File: config.mk
export PLATFORM = sky130hd
export DESIGN_NAME = pb_event_decoder
export DESIGN_NICKNAME = d
export VERILOG_FILES = /design/src/rtl/pb_event_pkg.sv /design/src/rtl/pb_tick_timer.sv /design/src/rtl/pb_event_decoder.sv
export SDC_FILE = /design/constraint.sdc
export NUM_CORES = 1
export LEC_CHECK = 0
export CAP_MARGIN = 10
export CORE_UTILIZATION = 40
export DETAILED_ROUTE_END_ITERATION = 10
export GPL_ROUTABILITY_DRIVEN = 0
export PLACE_DENSITY = 0.55
export SETUP_SLACK_MARGIN = 0.1
export SLEW_MARGIN = 30
export SYNTH_ARGS = -nofsm -noshare
export SYNTH_HDL_FRONTEND = slang
export SYNTH_SLANG_ARGS = --single-unit
File: constraint.sdc
create_clock -name clk -period 3.05 [get_ports clk]
set_input_delay 0.61 -clock clk [delete_from_list [all_inputs] [get_ports clk]]
set_output_delay 0.61 -clock clk [all_outputs]
set_load 0.02 [all_outputs]
File: src/rtl/pb_event_pkg.sv
// pb_event_pkg
//   Shared definitions for the push-button event decoder:
//   - the FSM state encoding;
//   - the event codes carried on ev_code;
//   - a small integer helper used to size the tick counter.
package pb_event_pkg;

  typedef enum logic [2:0] {
    ST_IDLE     = 3'd0,
    ST_HELD1    = 3'd1,
    ST_GAP      = 3'd2,
    ST_HELD2    = 3'd3,
    ST_LONGHELD = 3'd4
  } state_t;

  typedef enum logic [1:0] {
    EV_NONE   = 2'd0,
    EV_SHORT  = 2'd1,
    EV_LONG   = 2'd2,
    EV_DOUBLE = 2'd3
  } ev_code_t;

  function automatic int max_int(input int a, input int b);
    return (a > b) ? a : b;
  endfunction

endpackage

File: src/rtl/pb_tick_timer.sv
// pb_tick_timer
//   Prescaler (0..CLK_DIV-1) feeding a saturating tick counter.
//   Ports:
//     clk, rst  : clock, synchronous active-high reset
//     clear     : zero prescaler and tick counter this cycle
//     limit     : tick count at which the timer expires
//     expired   : high in the cycle whose clock edge brings the tick count to
//                 limit, and held while the count sits saturated at limit.
//                 The look-ahead lets a registered consumer act on exactly the
//                 edge where the count reaches limit.
module pb_tick_timer #(
  parameter int CLK_DIV = 1000,
  parameter int TICK_W  = 9
) (
  input  logic              clk,
  input  logic              rst,
  input  logic              clear,
  input  logic [TICK_W-1:0] limit,
  output logic              expired
);

  localparam int PRE_W = $clog2(CLK_DIV);
  localparam logic [PRE_W-1:0]  PRE_LAST = PRE_W'(CLK_DIV - 1);
  localparam logic [PRE_W-1:0]  PRE_ONE  = PRE_W'(1);
  localparam logic [TICK_W-1:0] TICK_ONE = TICK_W'(1);

  logic [PRE_W-1:0]  presc;
  logic [TICK_W-1:0] ticks;
  logic              tick_now;
  logic              saturated;

  assign tick_now  = (presc == PRE_LAST);
  assign saturated = (ticks == limit);

  // Once saturated both counters freeze, so neither can wrap.
  always_ff @(posedge clk) begin
    if (rst || clear) begin
      presc <= '0;
      ticks <= '0;
    end else if (!saturated) begin
      if (tick_now) begin
        presc <= '0;
        ticks <= ticks + TICK_ONE;
      end else begin
        presc <= presc + PRE_ONE;
      end
    end
  end

  assign expired = saturated || (tick_now && (ticks == (limit - TICK_ONE)));

endmodule

File: src/rtl/pb_event_decoder.sv
// pb_event_decoder
//   Classifies debounced press/release pulses into short, long and double
//   presses.
//   Ports:
//     clk, rst       : clock, synchronous active-high reset
//     pb_down, pb_up : one-cycle debounced press / release pulses
//     short_press, long_press, double_press : registered one-cycle event pulses
//     ev_valid, ev_code, ev_ready : one-deep event register towards the consumer
//     ev_overflow    : sticky, an event was dropped because the register was full
//     busy           : FSM is not idle
//     state_dbg      : current FSM state, for observation only
//
//   Event handshake: ev_code is transferred on any clock edge where
//   ev_valid & ev_ready. ev_valid holds, with ev_code stable, until that edge.
//   A new event arriving while the register is full and not being accepted is
//   dropped and sets ev_overflow. A new event arriving on an accepting edge
//   replaces the accepted one.
module pb_event_decoder
  import pb_event_pkg::*;
#(
  parameter int CLK_DIV      = 1000,
  parameter int LONG_TICKS   = 500,
  parameter int DOUBLE_TICKS = 250
) (
  input  logic       clk,
  input  logic       rst,
  input  logic       pb_down,
  input  logic       pb_up,
  output logic       short_press,
  output logic       long_press,
  output logic       double_press,
  output logic       ev_valid,
  output logic [1:0] ev_code,
  input  logic       ev_ready,
  output logic       ev_overflow,
  output logic       busy,
  output logic [2:0] state_dbg
);

  localparam int TICK_W = $clog2(max_int(LONG_TICKS, DOUBLE_TICKS) + 1);
  localparam logic [TICK_W-1:0] LONG_LIM = TICK_W'(LONG_TICKS);
  localparam logic [TICK_W-1:0] DBL_LIM  = TICK_W'(DOUBLE_TICKS);

  state_t            state;
  state_t            next_state;
  ev_code_t          ev_new;
  ev_code_t          ev_code_q;
  logic              timer_clear;
  logic [TICK_W-1:0] timer_limit;
  logic              expired;

  // The timer restarts on every state entry, so thresholds are measured
  // exactly from the edge that entered the state.
  assign timer_clear = (state == ST_IDLE) || (next_state != state);
  assign timer_limit = (state == ST_GAP) ? DBL_LIM : LONG_LIM;

  pb_tick_timer #(
    .CLK_DIV (CLK_DIV),
    .TICK_W  (TICK_W)
  ) u_timer (
    .clk     (clk),
    .rst     (rst),
    .clear   (timer_clear),
    .limit   (timer_limit),
    .expired (expired)
  );

  // State register
  always_ff @(posedge clk) begin
    if (rst) state <= ST_IDLE;
    else     state <= next_state;
  end

  // Next-state logic. Button edges take priority over timer expiry.
  always_comb begin
    next_state = state;
    case (state)
      ST_IDLE:     if (pb_down) next_state = ST_HELD1;
      ST_HELD1: begin
        if (pb_up)        next_state = ST_GAP;
        else if (expired) next_state = ST_LONGHELD;
      end
      ST_GAP: begin
        if (pb_down)      next_state = ST_HELD2;
        else if (expired) next_state = ST_IDLE;
      end
      ST_HELD2:    if (pb_up) next_state = ST_IDLE;
      ST_LONGHELD: if (pb_up) next_state = ST_IDLE;
      default:     next_state = ST_IDLE;
    endcase
  end

  // Output logic: event emitted on the transition edge
  always_comb begin
    ev_new = EV_NONE;
    case (state)
      ST_HELD1: if (!pb_up && expired) ev_new = EV_LONG;
      ST_GAP: begin
        if (pb_down)      ev_new = EV_DOUBLE;
        else if (expired) ev_new = EV_SHORT;
      end
      default: ev_new = EV_NONE;
    endcase
  end

  // Registered pulses and busy flag
  always_ff @(posedge clk) begin
    if (rst) begin
      short_press  <= 1'b0;
      long_press   <= 1'b0;
      double_press <= 1'b0;
      busy         <= 1'b0;
    end else begin
      short_press  <= (ev_new == EV_SHORT);
      long_press   <= (ev_new == EV_LONG);
      double_press <= (ev_new == EV_DOUBLE);
      busy         <= (next_state != ST_IDLE);
    end
  end

  // One-deep event register
  always_ff @(posedge clk) begin
    if (rst) begin
      ev_valid    <= 1'b0;
      ev_code_q   <= EV_NONE;
      ev_overflow <= 1'b0;
    end else if (ev_new != EV_NONE) begin
      if (ev_valid && !ev_ready) begin
        ev_overflow <= 1'b1;
      end else begin
        ev_valid  <= 1'b1;
        ev_code_q <= ev_new;
      end
    end else if (ev_valid && ev_ready) begin
      ev_valid  <= 1'b0;
      ev_code_q <= EV_NONE;
    end
  end

  assign ev_code   = ev_code_q;
  assign state_dbg = state;

endmodule
Yosys cells after proc, flatten, opt, wreduce, memory -nomap -nowiden --
Index checks and enable logic that the tools add are counted.
Cells by class: $add $sub $neg 3, equality and inequality tests 12, multiplexer cells 19, bitwise logic cells 1, reductions and logical operators 17
Operators by type and width (count):
- equality test 9 bit | 2
- two-way mux 3 bit | 6
- case mux 3 bit (4 select lines) | 1
- adder 10 x 1 -> 10 bit, second input constant | 1
- equality test 10 bit, second input constant | 1
- two-way mux 10 bit | 1
- two-way mux 2 bit | 5
- adder 9 x 1 -> 9 bit, second input constant | 1
- two-way mux 9 bit | 1
- subtractor 9 x 1 -> 9 bit, second input constant | 1
- equality test 3 x 2 -> 1 bit, second input constant | 2
- AND reduction 2 bit | 3
- equality test 2 bit, second input constant | 2
- logical AND 1 bit | 4
- two-way mux 1 bit | 4
- case mux 2 bit (2 select lines) | 1
- nonzero test 2 bit | 2
- equality test 3 x 1 -> 1 bit, second input constant | 1
- equality test 3 bit, second input constant | 1
- logical NOT 3 bit | 1
- logical OR 1 bit | 3
- inequality test 3 bit | 1
- nonzero test 3 bit | 1
- equality test 2 x 1 -> 1 bit, second input constant | 1
- other kinds (4) | 5
Storage, ports and cells: flip-flop bits (word level) 30, bits of input ports 5, output and inout bits 11, word-level logic and storage cells 62

Depth between registers and ports, before layout --
depth in word-level cells 12, mapped depth 9, depth with buffers taken out 7

Cells and area by module --
Synthesis repeated with hierarchy kept, for this count alone.
Unflattened totals: cells, all modules 239, area total of the unflattened synthesis 1933.1 µm²
Modules (own cells, without submodules):
- pb_tick_timer | instances 1, cells an instance 169, area an instance 1363.8 µm²
- pb_event_decoder | instances 1, cells an instance 70, area an instance 569.3 µm²

Worst setup path before layout --
No wires, ideal clock.
kind reg2reg, start point register state[1] (netlist: state_dbg[1]), end point register u_timer.presc[9], data arrival time 2318 ps, required time 2914 ps, path slack 596 ps, stages on the path, launching flop included 9, period minus slack after synthesis 2454 ps, path through dfxtp_1 buf_6 or3b_1 buf_6 mux2_4 or4_4 buf_6 a41oi_1 a211oi_1
Between the ends: word-level cells in the longest chain between the ends 12
Ends and longest elaborated chain:
- start, declared | RTL line pb_event_decoder.sv:44 | state_t state;
- start signal, assigned | RTL line pb_event_decoder.sv:71 | else state <= next_state;
- equality test 3 x 2 -> 1 bit | RTL line pb_event_decoder.sv:55, pb_event_decoder.sv:77
- two-way mux 9 bit | RTL line pb_event_decoder.sv:55 | assign timer_limit = (state == ST_GAP) ? DBL_LIM : LONG_LIM;
- subtractor 9 x 1 -> 9 bit | RTL line pb_tick_timer.sv:50 | assign expired = saturated || (tick_now && (ticks == (limit - TICK_ONE)));
- equality test 9 bit | RTL line pb_tick_timer.sv:50
- logical AND 1 bit | RTL line pb_tick_timer.sv:50
- logical OR 1 bit | RTL line pb_tick_timer.sv:50
- two-way mux 3 bit, on equally long branches | RTL line pb_event_decoder.sv:85, pb_event_decoder.sv:81
- two-way mux 3 bit, on equally long branches | RTL line pb_event_decoder.sv:84, pb_event_decoder.sv:80
- case mux 3 bit (4 select lines) | RTL line pb_event_decoder.sv:77 | case (state)
- inequality test 3 bit | RTL line pb_event_decoder.sv:54 | assign timer_clear = (state == ST_IDLE) || (next_state != state);
- logical OR 1 bit | RTL line pb_event_decoder.sv:54
- logical OR 1 bit | RTL line pb_tick_timer.sv:37 | if (rst || clear) begin
- end signal, assigned | RTL line pb_tick_timer.sv:45 | presc <= presc + PRE_ONE;
- end, declared | RTL line pb_tick_timer.sv:27 | logic [PRE_W-1:0] presc;
Parallel ways exist; a longest one is shown, timed or not. A chain may end at the register's enable or synchronous reset.

Final worst setup path --
start point register state[1] (netlist: state_dbg[1]), end point register u_timer.ticks[2]
Between the ends: word-level cells in the longest chain between the ends 12
Ends and longest elaborated chain:
- equality test 3 x 2 -> 1 bit | RTL line pb_event_decoder.sv:55, pb_event_decoder.sv:77
- two-way mux 9 bit | RTL line pb_event_decoder.sv:55
- subtractor 9 x 1 -> 9 bit | RTL line pb_tick_timer.sv:50
- equality test 9 bit | RTL line pb_tick_timer.sv:50
- logical AND 1 bit | RTL line pb_tick_timer.sv:50
- logical OR 1 bit | RTL line pb_tick_timer.sv:50
- two-way mux 3 bit, on equally long branches | RTL line pb_event_decoder.sv:85, pb_event_decoder.sv:81
- two-way mux 3 bit, on equally long branches | RTL line pb_event_decoder.sv:84, pb_event_decoder.sv:80
- case mux 3 bit (4 select lines) | RTL line pb_event_decoder.sv:77
- inequality test 3 bit | RTL line pb_event_decoder.sv:54
- logical OR 1 bit | RTL line pb_event_decoder.sv:54
- logical OR 1 bit | RTL line pb_tick_timer.sv:37
- end signal, assigned | RTL line pb_tick_timer.sv:43 | ticks <= ticks + TICK_ONE;
- end, declared | RTL line pb_tick_timer.sv:28 | logic [TICK_W-1:0] ticks;
Parallel ways exist; a longest one is shown, timed or not.

==> run summary <==
status: finished clean
storage element area: 601 um2
total congestion overflow: 0
Cell Rows: 22
share of cells above drive strength 1: 9.76%
Finish-stage setup viols: 0
H-tree depth: 2
clock network power share: 44.3%
Worst Path Arrival: 2.64 ns
Combinational Power Share: 7.9%
post-synthesis cell count: 188
Post-synth EDFFs: 0
CTS root buffer: clkbuf_8
hold_sp: ev_overflow
Crit Path Category: reg2reg
Die Ht: 65.0 um
vias: 1373
fin cells: 253
largest net degree at the start of global routing: 20
initial antenna violation count: 0
Worst Setup SP: state_dbg[1]
DP HPWL: 2.35 mm
Peak Freq: 404 MHz
clk_lat worst skew: 0.28 ns
Multi-input gate area: 908 um2
DRT Pass-1 Iters: 4
Die ar.: 0.00422 mm2
port bufs: 15
final instance area: 0.00187 mm2
register area share after synthesis: 37.9%
worst-path fanout max: 13
CTS clk-pin slew, worst paths: 0.06 ns
Setup crit end: u_timer.ticks[2]
Synth Warn #: 0
Synth cell types: 46
cts hold-fix bufs: 0
fin. max-slew vios: 0
reg2reg end: u_timer.ticks[2]
dpl cells: 245
Worst Path Required: 3.22 ns
worst r2r src: state_dbg[1]
Inserted Diodes: 0
setup_tns: 0 ns
cell taking the most area after synthesis: dfxtp_1
Slew HR: 72.3%
Pint: 0.000659 W
P&R area growth vs syn: 17.8%
ranking of synthesized cells by area: dfxtp_1, nor2_1, xor2_1, a21oi_1, nand2_1
R2R setup slack: 0.57 ns
MaxCap Viol Count: 0
top_reg_cell synth: dfxtp_1
Post-Route WL: 3.27 mm
dpl cell area: 0.00176 mm2
Async SR Flop Fraction: 0%
clock buffer depth: 2
Peak VDD IR: 0.244 mV
clock sinks: 30
drt wl/cell: 12.9 um
drt initial violations: 106
area of the core: 0.00374 mm2
Lkg Pwr: 0.632 nW
vias in the first global route: 1325
Power Dens Cells: 457 mW/mm2
Mapped Area: 0.00159 mm2
syn_area_per_cell: 8.43 um2
Post CTS Setup Buffer Count: 0
nets: 211
Flop pwr share: 47.8%
startpoint types: flop
Worst R2R Path Depth: 6
fillers: 379
Num CTS Buffers: 5
fin crit period: 2.48 ns
first-pass GRT wire length: 5.84 mm
vias per inst: 5.43
total nets after synthesis: 195
Final Hold Viols: 0
Die X: 65.0 um
Worst-Margin Slew: 0.414 ns
post-cts resize count: 0
RSZ-0062 raised after global routing: false
CP Capture Type: flop
Tightest Hold Check Type: reg2reg
skew final: 0.00658 ns
NetSw: 0.000195 W
GRT Resource Usage Total: 18.1%
CTS tree: yes
Boundary Pins: 16
switch share: 22.8%
drc violations: 0
fin crit share: 81.2%
Yosys reg bits: 30
final hold slack: 0.473 ns
top-area cell type share of the netlist area: 37.9%
post-route ant nets: 0
initial core utilization: 42.3%
[per-layer routing]
metal  vias up  wire, um  GRT usage, %
li1        705         -             -
met2        25      1560          30.2
met4         0        48          7.22
met3         6       118          4.93
met1       637      1550          21.7
met5         -         0             0
[area by class of cell]
class | count | area share (%)
Timing Repair Buffer | 19 | 9.65
Tap cell | 48 | 3.22
Sequential cell | 30 | 32.2
Multi-Input combinational cell | 146 | 48.7
Clock buffer | 8 | 5.90
Inverter | 2 | 0.402
[power by group through the flow]
stage / Clock (W) / Combinational (W) / Sequential [W]
finish: 0.000378 / 0.0000676 / 0.000408
global route: 0.000405 / 0.0000736 / 0.000409
CTS: 0.000390 / 0.0000682 / 0.000407
detailed placement: 0 / 0.0000678 / 0.000416
global placement: 0 / 0.0000672 / 0.000416
floorplan: 0 / 0.0000439 / 0.000418
[kinds of logic (layout without fill, tap and decap cells)]
group           after synthesis  count (layout)  synth area share, %
flops                        30              30                 37.9
simple gates                 93              93                 31.0
compound gates               34              34                 14.3
mux                           5               5                 3.79
fa+ha+maj                     2               2                 1.58
xor+xnor                     12              12                 6.63
buf+inv                      12              29                 4.81
[registers in the layout (all words and copies together), names as in the netlist]
signal and cells:
busy 1, double_press 1, ev_code 2, ev_overflow 1
ev_valid 1, long_press 1, short_press 1, state_dbg 3
u_timer.presc 10, u_timer.ticks 9
[cell usage after synthesis (all sizes together), types with 2 or more instances]
library cell and count:
nand2 17, nand3 6, or3 3, a21oi 14, o21ai 5, nor2 24, nand4b 2, or4 2
nor4 5, nor3b 2, nand4 6, nand3b 5, ha 2, mux2 2, clkbuf 4, nor2b 3
dfxtp 30, buf 6, mux2i 3, xnor2 3, nor3 4, nand2b 5, and2 2, and3 5
inv 2, a41oi 2, xor2 9, a211oi 2
[critical path, stage by stage, from the launching register on]
cell and delay, ns:
dfxtp_1 0.52, or3b_1 0.53, mux2_4 0.36, or4_4 0.61
nand3_1 0.14, xor2_1 0.15, nor2_1 0.05
[how the worst min path moves through the flow]
stage                       end  slack [ns]  cells after the start
2_1_floorplan  u_timer.presc[9]        0.44                      1
5_1_grt             ev_overflow        0.51                      2
4_1_cts             ev_overflow        0.48                      2
3_5_place_dp        ev_overflow        0.47                      2
6_report            ev_overflow        0.47                      2
3_3_place_gp        ev_overflow        0.46                      2
[placed cells by master, fill, tap and decap left out, types with 3 or more instances in the layout]
cell	n
clkbuf_8	8
buf_4	4
nand2_1	17
and3_1	5
xor2_1	9
nor2b_1	3
nand2b_1	5
nand3b_1	5
nor2_1	23
clkdlybuf4s50_1	15
nand4_1	6
mux2i_1	3
o21ai_0	4
dfxtp_1	30
or3_1	3
nor4_1	5
nor3_1	4
xnor2_1	3
nand3_1	6
a21oi_1	14
[metrics by stage]
| stage | setup WS [ns] | utilization [%] | total power, W |
|---|---|---|---|
| after CTS | 0.589 | 49.9 | 0.000866 |
| after floorplan | 0.596 | - | 0.000462 |
| after global routing | 0.432 | 49.9 | 0.000887 |
| final | 0.572 | 49.9 | 0.000853 |
| after detailed placement | 0.587 | 46.9 | 0.000484 |
| after global placement | 0.627 | 46.9 | 0.000483 |
No activity file was read; power rests on OpenSTA's default activity.
